===== config.mk =====
export PLATFORM = sky130hd
export DESIGN_NAME = alu_arbiter_flat
export DESIGN_NICKNAME = d
export VERILOG_FILES = /design/src/rtl/alu_arbiter_if.sv /design/src/rtl/alu_arbiter.sv /design/src/flat_wrapper.sv
export SDC_FILE = /design/constraint.sdc
export NUM_CORES = 1
export LEC_CHECK = 0
export CAP_MARGIN = 20
export CELL_PAD_IN_SITES_DETAIL_PLACEMENT = 0
export CELL_PAD_IN_SITES_GLOBAL_PLACEMENT = 1
export CORE_UTILIZATION = 28
export DETAILED_ROUTE_END_ITERATION = 16
export PLACE_DENSITY = 0.9
export SYNTH_ARGS = -nofsm -noshare
export SYNTH_HDL_FRONTEND = slang
export SYNTH_SLANG_ARGS = --single-unit

===== constraint.sdc =====
create_clock -name clk -period 11.2 [get_ports clk]
set_input_delay 1.68 -clock clk [delete_from_list [all_inputs] [get_ports clk]]
set_output_delay 1.68 -clock clk [all_outputs]
set_load 0.01 [all_outputs]

===== src/rtl/alu_arbiter_if.sv =====
// Request/response/ALU bundle for alu_arbiter. The master side is the issue
// logic plus the ALU instance; the slave side is the arbiter.
interface alu_arbiter_if #(
    parameter int REGF_WIDTH = 32,
    parameter int OP_code    = 5
);
    logic                  req0_valid, req1_valid;
    logic                  req0_ready, req1_ready;
    logic [OP_code-1:0]    req0_op, req1_op;
    logic [REGF_WIDTH-1:0] req0_src1, req1_src1;
    logic [REGF_WIDTH-1:0] req0_src2, req1_src2;

    logic                  rsp0_valid, rsp1_valid;
    logic                  rsp0_ready, rsp1_ready;
    logic [REGF_WIDTH-1:0] rsp0_result, rsp1_result;
    logic [3:0]            rsp0_flags, rsp1_flags;

    logic [OP_code-1:0]    alu_op_code;
    logic [REGF_WIDTH-1:0] alu_source1, alu_source2;
    logic [REGF_WIDTH-1:0] alu_out_put;
    logic                  alu_zero, alu_overflow, alu_neg, alu_carry;

    modport master (
        output req0_valid, req1_valid, req0_op, req1_op,
               req0_src1, req1_src1, req0_src2, req1_src2,
        input  req0_ready, req1_ready,
        input  rsp0_valid, rsp1_valid, rsp0_result, rsp1_result,
               rsp0_flags, rsp1_flags,
        output rsp0_ready, rsp1_ready,
        input  alu_op_code, alu_source1, alu_source2,
        output alu_out_put, alu_zero, alu_overflow, alu_neg, alu_carry
    );

    modport slave (
        input  req0_valid, req1_valid, req0_op, req1_op,
               req0_src1, req1_src1, req0_src2, req1_src2,
        output req0_ready, req1_ready,
        output rsp0_valid, rsp1_valid, rsp0_result, rsp1_result,
               rsp0_flags, rsp1_flags,
        input  rsp0_ready, rsp1_ready,
        output alu_op_code, alu_source1, alu_source2,
        input  alu_out_put, alu_zero, alu_overflow, alu_neg, alu_carry
    );
endinterface


===== src/rtl/alu_arbiter.sv =====
// Round-robin sharing of one combinational ALU between two valid/ready requesters,
// with a one-deep response register per requester. Optional ALU_ARB_STATS_EN adds grant/conflict counters.
module alu_arbiter #(
    parameter int                 REGF_WIDTH = 32,
    parameter int                 OP_code    = 5,
    parameter logic [OP_code-1:0] NOP_CODE   = 5'b11111
) (
    input  logic         clk,
    input  logic         rst,
    alu_arbiter_if.slave bus
`ifdef ALU_ARB_STATS_EN
    ,
    output logic [15:0]  grant_cnt0,
    output logic [15:0]  grant_cnt1,
    output logic [15:0]  conflict_cnt
`endif
);
    localparam int NUM_REQ = 2;

    typedef struct packed {
        logic [OP_code-1:0]    op;
        logic [REGF_WIDTH-1:0] src1;
        logic [REGF_WIDTH-1:0] src2;
    } req_t;

    typedef struct packed {
        logic [REGF_WIDTH-1:0] result;
        logic [3:0]            flags;   // {carry, neg, overflow, zero}
    } rsp_t;

    req_t [NUM_REQ-1:0] req;
    rsp_t [NUM_REQ-1:0] rsp_q;
    rsp_t               alu_rsp;
    logic [NUM_REQ-1:0] req_valid, rsp_ready, rsp_valid, elig, grant;
    logic               prio;

    assign req[0]    = {bus.req0_op, bus.req0_src1, bus.req0_src2};
    assign req[1]    = {bus.req1_op, bus.req1_src1, bus.req1_src2};
    assign req_valid = {bus.req1_valid, bus.req0_valid};
    assign rsp_ready = {bus.rsp1_ready, bus.rsp0_ready};
    assign alu_rsp   = {bus.alu_out_put, bus.alu_carry, bus.alu_neg, bus.alu_overflow, bus.alu_zero};

    // A slot being drained this cycle is free for a new result.
    assign elig = req_valid & (~rsp_valid | rsp_ready);

    always_comb begin
        grant = '0;
        if (!rst) begin
            if (&elig) grant[prio] = 1'b1;
            else       grant = elig;
        end
    end

    assign bus.req0_ready = grant[0];
    assign bus.req1_ready = grant[1];

    always_comb begin
        bus.alu_op_code = NOP_CODE;
        bus.alu_source1 = '0;
        bus.alu_source2 = '0;
        for (int i = 0; i < NUM_REQ; i++) begin
            if (grant[i]) begin
                bus.alu_op_code = req[i].op;
                bus.alu_source1 = req[i].src1;
                bus.alu_source2 = req[i].src2;
            end
        end
    end

    always_ff @(posedge clk or posedge rst) begin
        if (rst)           prio <= 1'b0;
        else if (grant[0]) prio <= 1'b1;
        else if (grant[1]) prio <= 1'b0;
    end

    // Grant wins over drain so a slot can turn over every cycle.
    always_ff @(posedge clk or posedge rst) begin
        if (rst) begin
            rsp_valid <= '0;
            rsp_q     <= '0;
        end else begin
            for (int i = 0; i < NUM_REQ; i++) begin
                if (grant[i]) begin
                    rsp_valid[i] <= 1'b1;
                    rsp_q[i]     <= alu_rsp;
                end else if (rsp_ready[i]) begin
                    rsp_valid[i] <= 1'b0;
                end
            end
        end
    end

    assign bus.rsp0_valid  = rsp_valid[0];
    assign bus.rsp1_valid  = rsp_valid[1];
    assign bus.rsp0_result = rsp_q[0].result;
    assign bus.rsp1_result = rsp_q[1].result;
    assign bus.rsp0_flags  = rsp_q[0].flags;
    assign bus.rsp1_flags  = rsp_q[1].flags;

`ifdef ALU_ARB_STATS_EN
    function automatic logic [15:0] sat_inc(input logic [15:0] cnt, input logic en);
        return (en && cnt != 16'hFFFF) ? cnt + 16'd1 : cnt;
    endfunction

    always_ff @(posedge clk or posedge rst) begin
        if (rst) begin
            grant_cnt0   <= '0;
            grant_cnt1   <= '0;
            conflict_cnt <= '0;
        end else begin
            grant_cnt0   <= sat_inc(grant_cnt0, grant[0]);
            grant_cnt1   <= sat_inc(grant_cnt1, grant[1]);
            conflict_cnt <= sat_inc(conflict_cnt, &elig);
        end
    end
`endif
endmodule


===== src/flat_wrapper.sv =====
// flat-port wrapper written by rule: the top's interface ports become plain ports
module alu_arbiter_flat 
#(
    parameter int                 REGF_WIDTH = 32,
    parameter int                 OP_code    = 5,
    parameter logic [OP_code-1:0] NOP_CODE   = 5'b11111
)
  (clk, rst, bus_req0_valid, bus_req1_valid, bus_req0_op, bus_req1_op, bus_req0_src1, bus_req1_src1, bus_req0_src2, bus_req1_src2, bus_req0_ready, bus_req1_ready, bus_rsp0_valid, bus_rsp1_valid, bus_rsp0_result, bus_rsp1_result, bus_rsp0_flags, bus_rsp1_flags, bus_rsp0_ready, bus_rsp1_ready, bus_alu_op_code, bus_alu_source1, bus_alu_source2, bus_alu_out_put, bus_alu_zero, bus_alu_overflow, bus_alu_neg, bus_alu_carry);
  alu_arbiter_if #(.REGF_WIDTH(REGF_WIDTH), .OP_code(OP_code)) bus_i ();
  input  logic clk;
  input  logic rst;
  input wire logic [$bits(bus_i.req0_valid)-1:0] bus_req0_valid;
  input wire logic [$bits(bus_i.req1_valid)-1:0] bus_req1_valid;
  input wire logic [$bits(bus_i.req0_op)-1:0] bus_req0_op;
  input wire logic [$bits(bus_i.req1_op)-1:0] bus_req1_op;
  input wire logic [$bits(bus_i.req0_src1)-1:0] bus_req0_src1;
  input wire logic [$bits(bus_i.req1_src1)-1:0] bus_req1_src1;
  input wire logic [$bits(bus_i.req0_src2)-1:0] bus_req0_src2;
  input wire logic [$bits(bus_i.req1_src2)-1:0] bus_req1_src2;
  output wire logic [$bits(bus_i.req0_ready)-1:0] bus_req0_ready;
  output wire logic [$bits(bus_i.req1_ready)-1:0] bus_req1_ready;
  output wire logic [$bits(bus_i.rsp0_valid)-1:0] bus_rsp0_valid;
  output wire logic [$bits(bus_i.rsp1_valid)-1:0] bus_rsp1_valid;
  output wire logic [$bits(bus_i.rsp0_result)-1:0] bus_rsp0_result;
  output wire logic [$bits(bus_i.rsp1_result)-1:0] bus_rsp1_result;
  output wire logic [$bits(bus_i.rsp0_flags)-1:0] bus_rsp0_flags;
  output wire logic [$bits(bus_i.rsp1_flags)-1:0] bus_rsp1_flags;
  input wire logic [$bits(bus_i.rsp0_ready)-1:0] bus_rsp0_ready;
  input wire logic [$bits(bus_i.rsp1_ready)-1:0] bus_rsp1_ready;
  output wire logic [$bits(bus_i.alu_op_code)-1:0] bus_alu_op_code;
  output wire logic [$bits(bus_i.alu_source1)-1:0] bus_alu_source1;
  output wire logic [$bits(bus_i.alu_source2)-1:0] bus_alu_source2;
  input wire logic [$bits(bus_i.alu_out_put)-1:0] bus_alu_out_put;
  input wire logic [$bits(bus_i.alu_zero)-1:0] bus_alu_zero;
  input wire logic [$bits(bus_i.alu_overflow)-1:0] bus_alu_overflow;
  input wire logic [$bits(bus_i.alu_neg)-1:0] bus_alu_neg;
  input wire logic [$bits(bus_i.alu_carry)-1:0] bus_alu_carry;
  assign bus_i.req0_valid = bus_req0_valid;
  assign bus_i.req1_valid = bus_req1_valid;
  assign bus_i.req0_op = bus_req0_op;
  assign bus_i.req1_op = bus_req1_op;
  assign bus_i.req0_src1 = bus_req0_src1;
  assign bus_i.req1_src1 = bus_req1_src1;
  assign bus_i.req0_src2 = bus_req0_src2;
  assign bus_i.req1_src2 = bus_req1_src2;
  assign bus_req0_ready = bus_i.req0_ready;
  assign bus_req1_ready = bus_i.req1_ready;
  assign bus_rsp0_valid = bus_i.rsp0_valid;
  assign bus_rsp1_valid = bus_i.rsp1_valid;
  assign bus_rsp0_result = bus_i.rsp0_result;
  assign bus_rsp1_result = bus_i.rsp1_result;
  assign bus_rsp0_flags = bus_i.rsp0_flags;
  assign bus_rsp1_flags = bus_i.rsp1_flags;
  assign bus_i.rsp0_ready = bus_rsp0_ready;
  assign bus_i.rsp1_ready = bus_rsp1_ready;
  assign bus_alu_op_code = bus_i.alu_op_code;
  assign bus_alu_source1 = bus_i.alu_source1;
  assign bus_alu_source2 = bus_i.alu_source2;
  assign bus_i.alu_out_put = bus_alu_out_put;
  assign bus_i.alu_zero = bus_alu_zero;
  assign bus_i.alu_overflow = bus_alu_overflow;
  assign bus_i.alu_neg = bus_alu_neg;
  assign bus_i.alu_carry = bus_alu_carry;
  alu_arbiter #(.REGF_WIDTH(REGF_WIDTH), .OP_code(OP_code), .NOP_CODE(NOP_CODE)) u_core (.clk(clk), .rst(rst), .bus(bus_i));
endmodule

==> Word-level counts from Yosys, hierarchy flattened <==
Cells that the tools add are included.
{ "totals": {"word_cells": 33, "inputBits": 180, "register_bits": 75, "output_inout_bits": 145} }
{ "op_classes": {"n_mux": 16, "order_cmp": 2, "n_reduce_logical": 5, "n_bitwise": 3} }
{ "op_table": {"columns": ["operator", "n"], "rows": [
  ["$mux 32", 4],
  ["$mux 5", 2],
  ["$mux 1", 7],
  ["$reduce_bool 2->1", 3],
  ["$mux 2", 2],
  ["$and 2x2->2", 1],
  ["$lt 1x2->1 const B", 1],
  ["$not 2->2", 1],
  ["$or 2x2->2", 1],
  ["$reduce_and 2->1", 1],
  ["$demux 1 s1", 1],
  ["$ge 1x1->1 const B", 1],
  ["$logic_and 1x1->1", 1]
]} }

==> Longest topological paths before layout <==
{ "depth": {"depth_word": 8, "mapped_depth": 6, "depth_no_buf": 3} }

==> Least setup slack after synthesis <==
Ideal clock, no wire load.
{ "synth_timing": {"kind": "input port to output port", "start": "in rst", "end": "out bus_alu_source2[22]", "path_stages": 4, "setup_slack_ns": 4.961, "t_required_ns": 9.520, "arrival_ns": 4.559, "path_buffers": 1, "cell_sequence": "inv_1 clkbuf_1 nand2_1 o21ai_0"} }
{ "synth_between": {"elab_chain_len": 3} }
{ "synth_rtl": {"columns": ["element", "line_no", "source"], "rows": [
  ["from (decl)", "flat_wrapper.sv:11", "input logic rst;"],
  ["$mux 2 (*)", "alu_arbiter.sv:48", "if (!rst) begin"],
  ["$mux 32", "alu_arbiter.sv:62", "if (grant[i]) begin"],
  ["$mux 32 (*)", "alu_arbiter.sv:62", null],
  ["to (decl)", "flat_wrapper.sv:32", "output wire logic [$bits(bus_i.alu_source2)-1:0] bus_alu_source2;"]
]} }
Every way passes the cells marked *; elsewhere a longest branch is shown, timed or not.

==> Worst setup path after layout <==
{ "layout_timing": {"start": "in bus_req0_valid", "end": "out bus_alu_source2[11]"} }
{ "layout_between": {"elab_chain_len": 6} }
{ "layout_rtl": {"columns": ["element", "line_no", "source"], "rows": [
  ["from (decl)", "flat_wrapper.sv:12", "input wire logic [$bits(bus_i.req0_valid)-1:0] bus_req0_valid;"],
  ["$and 2x2->2 (*)", "alu_arbiter.sv:44", "assign elig = req_valid & (~rsp_valid | rsp_ready);"],
  ["$reduce_and 2->1", "alu_arbiter.sv:49", "if (&elig) grant[prio] = 1'b1;"],
  ["$mux 2 (*)", "alu_arbiter.sv:49", null],
  ["$mux 2 (*)", "alu_arbiter.sv:48", null],
  ["$mux 32", "alu_arbiter.sv:62", null],
  ["$mux 32 (*)", "alu_arbiter.sv:62", null]
]} }
Marks and branches as above.

==> flow_summary.json <==
{
  "drt_iter0_drc": 309,
  "period_minus_slack_ns": 5.95,
  "clkSlewWorstSetupHoldPaths_ns": 0.05,
  "cap_viol_max_count": 0,
  "grt_pass1_vias": 4979,
  "clock_path_buffers": 2,
  "vias_per_cell": 4.89,
  "r2r_end": "u_core.bus.rsp0_result[3]",
  "drive_gt1_share_pct": 13.5,
  "routedWlPerCell_um": 17.8,
  "crit_arrival_ns": 4.27,
  "p_leak_nw": 3.33,
  "drc": 0,
  "grt_max_degree": 72,
  "ctsHoldBuffers": 0,
  "r2r-start": "u_core.rsp_valid[1]",
  "wl_um": 17900,
  "floorplan.initialDensity_pct": 29.0,
  "critPathRequiredTime_ns": 9.52,
  "antennaDiodeCount": 0,
  "yosys_register_bits": 75,
  "cts_sinks": 75,
  "cts_setup_buffers": 0,
  "final_max_slew_viol_count": 0,
  "final_nets": 961,
  "syn_area_um2": 4870,
  "antenna_found_initial": 0,
  "hold_class": "register to register",
  "cts_resized": 0,
  "row_count": 47,
  "cp-startpoint": "bus_req0_valid",
  "status": "complete, no violations",
  "rsz0062_at_grt": "false",
  "ant_nets": 0,
  "die_y_um": 134,
  "htreeDepth": 3,
  "setup_tns_ns": 0,
  "crit_type": "input port to primary output",
  "synth_cells": 497,
  "crit_path_end_kind": "primary output",
  "gp_congestion": 0.762,
  "tritoncts": "done",
  "endpoint": "bus_alu_source2[11]",
  "yosysWarningCount": 0,
  "ir_drop_uv": 148,
  "port_buffers": 324,
  "clk_latency_ns": 0.33,
  "hold_viol_final": 0,
  "dp_hpwl_um": 12700,
  "crit_fanout": 71,
  "place_inst": 990,
  "first_pass_iters": 4,
  "area_delta_synth_final_pct": 75.1,
  "synth.distinct_cells": 21,
  "syn_area_per_cell_um2": 9.79,
  "die_x_um": 134,
  "tightest_slew_ns": 0.737,
  "cts_buffers": 9,
  "vias": 4916,
  "die_area_um2": 17900,
  "grtUsageTotal_pct": 19.6,
  "clockRootBuffer": "clkbuf_16",
  "slew_headroom_pct": 50.9,
  "ios": 325,
  "fin_crit_sh_pct": 53.1,
  "grt_overflow_total": 0,
  "p_per_area_nw_per_um2": 146,
  "ys_seq_area_share_pct": 38.6,
  "placeableCoreArea_um2": 16800,
  "syn-num-nets": 677,
  "max_freq_mhz": 168,
  "grt_pass1_wl_um": 27800,
  "rr_worst_depth": 5,
  "crit_path_start_kind": "input port",
  "clock_skew_ns": 0.00804,
  "hold_start": "u_core.bus.rsp0_flags[1]",
  "stdcell_count": 1006,
  "setup_viol": 0,
  "rrSetupSlack_ns": 8.94
}
==> kinds of logic after synthesis <==
logic type / Yosys count / synth area share, %
buf+inv: 64 / 6.38
flops: 75 / 38.6
compound gates: 143 / 20.9
mux: 72 / 19.4
simple gates: 143 / 14.7
==> Yosys cell counts <==
cell | number | area share [%]
buf_6 | 4 | 0.93
buf_2 | 11 | 1.1
nand2b_1 | 3 | 0.39
o21ai_0 | 64 | 6.6
buf_8 | 2 | 0.62
buf_1 | 2 | 0.15
buf_4 | 1 | 0.15
a31oi_1 | 1 | 0.13
o2111ai_1 | 69 | 12
a21oi_1 | 1 | 0.10
o211ai_2 | 3 | 0.77
inv_1 | 3 | 0.23
mux2_2 | 36 | 8.3
nor2_1 | 5 | 0.39
nand2_1 | 67 | 5.2
o31a_1 | 5 | 0.90
and2b_1 | 1 | 0.15
dfrtp_1 | 75 | 39
mux2_4 | 36 | 11
clkbuf_1 | 41 | 3.2
nor2b_1 | 67 | 8.6
==> layout by cell type, fill, tap and decap left out, drive strengths merged, types with 2 or more instances in the layout <==
cell / instances
clkdlybuf4s50: 322
dfrtp: 75
mux2: 72
o2111ai: 69
nor2b: 67
nand2: 67
o21ai: 64
buf: 12
clkbuf: 11
nor2: 5
o31a: 5
inv: 4
o211ai: 3
nand2b: 3
bufinv: 2
==> flip-flops by register name, indices dropped and copies added, names as in the netlist <==
signal	cells
u_core.bus.rsp0_result	32
u_core.bus.rsp1_result	32
u_core.bus.rsp0_flags	4
u_core.bus.rsp1_flags	4
u_core.rsp_valid	2
u_core.prio	1
==> routing by layer <==
metal  GRT usage [%]  wire, um
met4            6.44       369
met2            32.8      8460
met1            23.2      7290
met5               0         0
met3            6.99      1800
==> where the power goes <==
part,switching [W],internal (W),total (W)
combinational,0.000212,0.000322,0.000534
clock,0.000113,0.000202,0.000316
sequential,0.0000446,0.000347,0.000392
total,0.000370,0.000871,0.00124
==> layout make-up <==
class	instances	area, um^2
well taps	220	275
inverters	3	13.8
flip-flops and latches	75	1880
clock buffers	11	243
multi-input cells	358	2720
repair buffers	334	3310
fillers	1545	8240
clock inverters	5	85.1
==> worst min-delay path by stage <==
stage                                      endpoint  slack [ns]  cells after the start
after CTS                 u_core.bus.rsp0_result[2]        0.51                      1
after global placement    u_core.bus.rsp0_result[0]        0.49                      1
final                      u_core.bus.rsp0_flags[1]        0.50                      1
after global routing       u_core.bus.rsp0_flags[2]        0.51                      1
after detailed placement  u_core.bus.rsp1_result[7]        0.49                      1
after floorplan                         u_core.prio        0.46                      1
==> worst max-delay path, stage by stage <==
cell             delay, ns
buf_2                 0.08
buf_4                 0.58
nand2b_1              0.28
o211ai_4              0.35
buf_4                 0.51
o21ai_0               0.20
clkdlybuf4s50_1       0.52
==> metrics by stage <==
step           total power, W  area (um^2)  hold slack [ns]  util (%)  setup slack (ns)
4_1_cts               0.00125         8520            0.507      50.8              5.28
2_1_floorplan        0.000620         4870            0.464         -              4.96
3_5_place_dp         0.000927         8190            0.491      48.9              5.30
6_report              0.00124         8520            0.503      50.8              5.25
5_1_grt               0.00130         8520            0.512      50.8              5.09
3_3_place_gp         0.000919         8190            0.486      48.9              5.30
No activity file was read; power rests on OpenSTA's default activity.
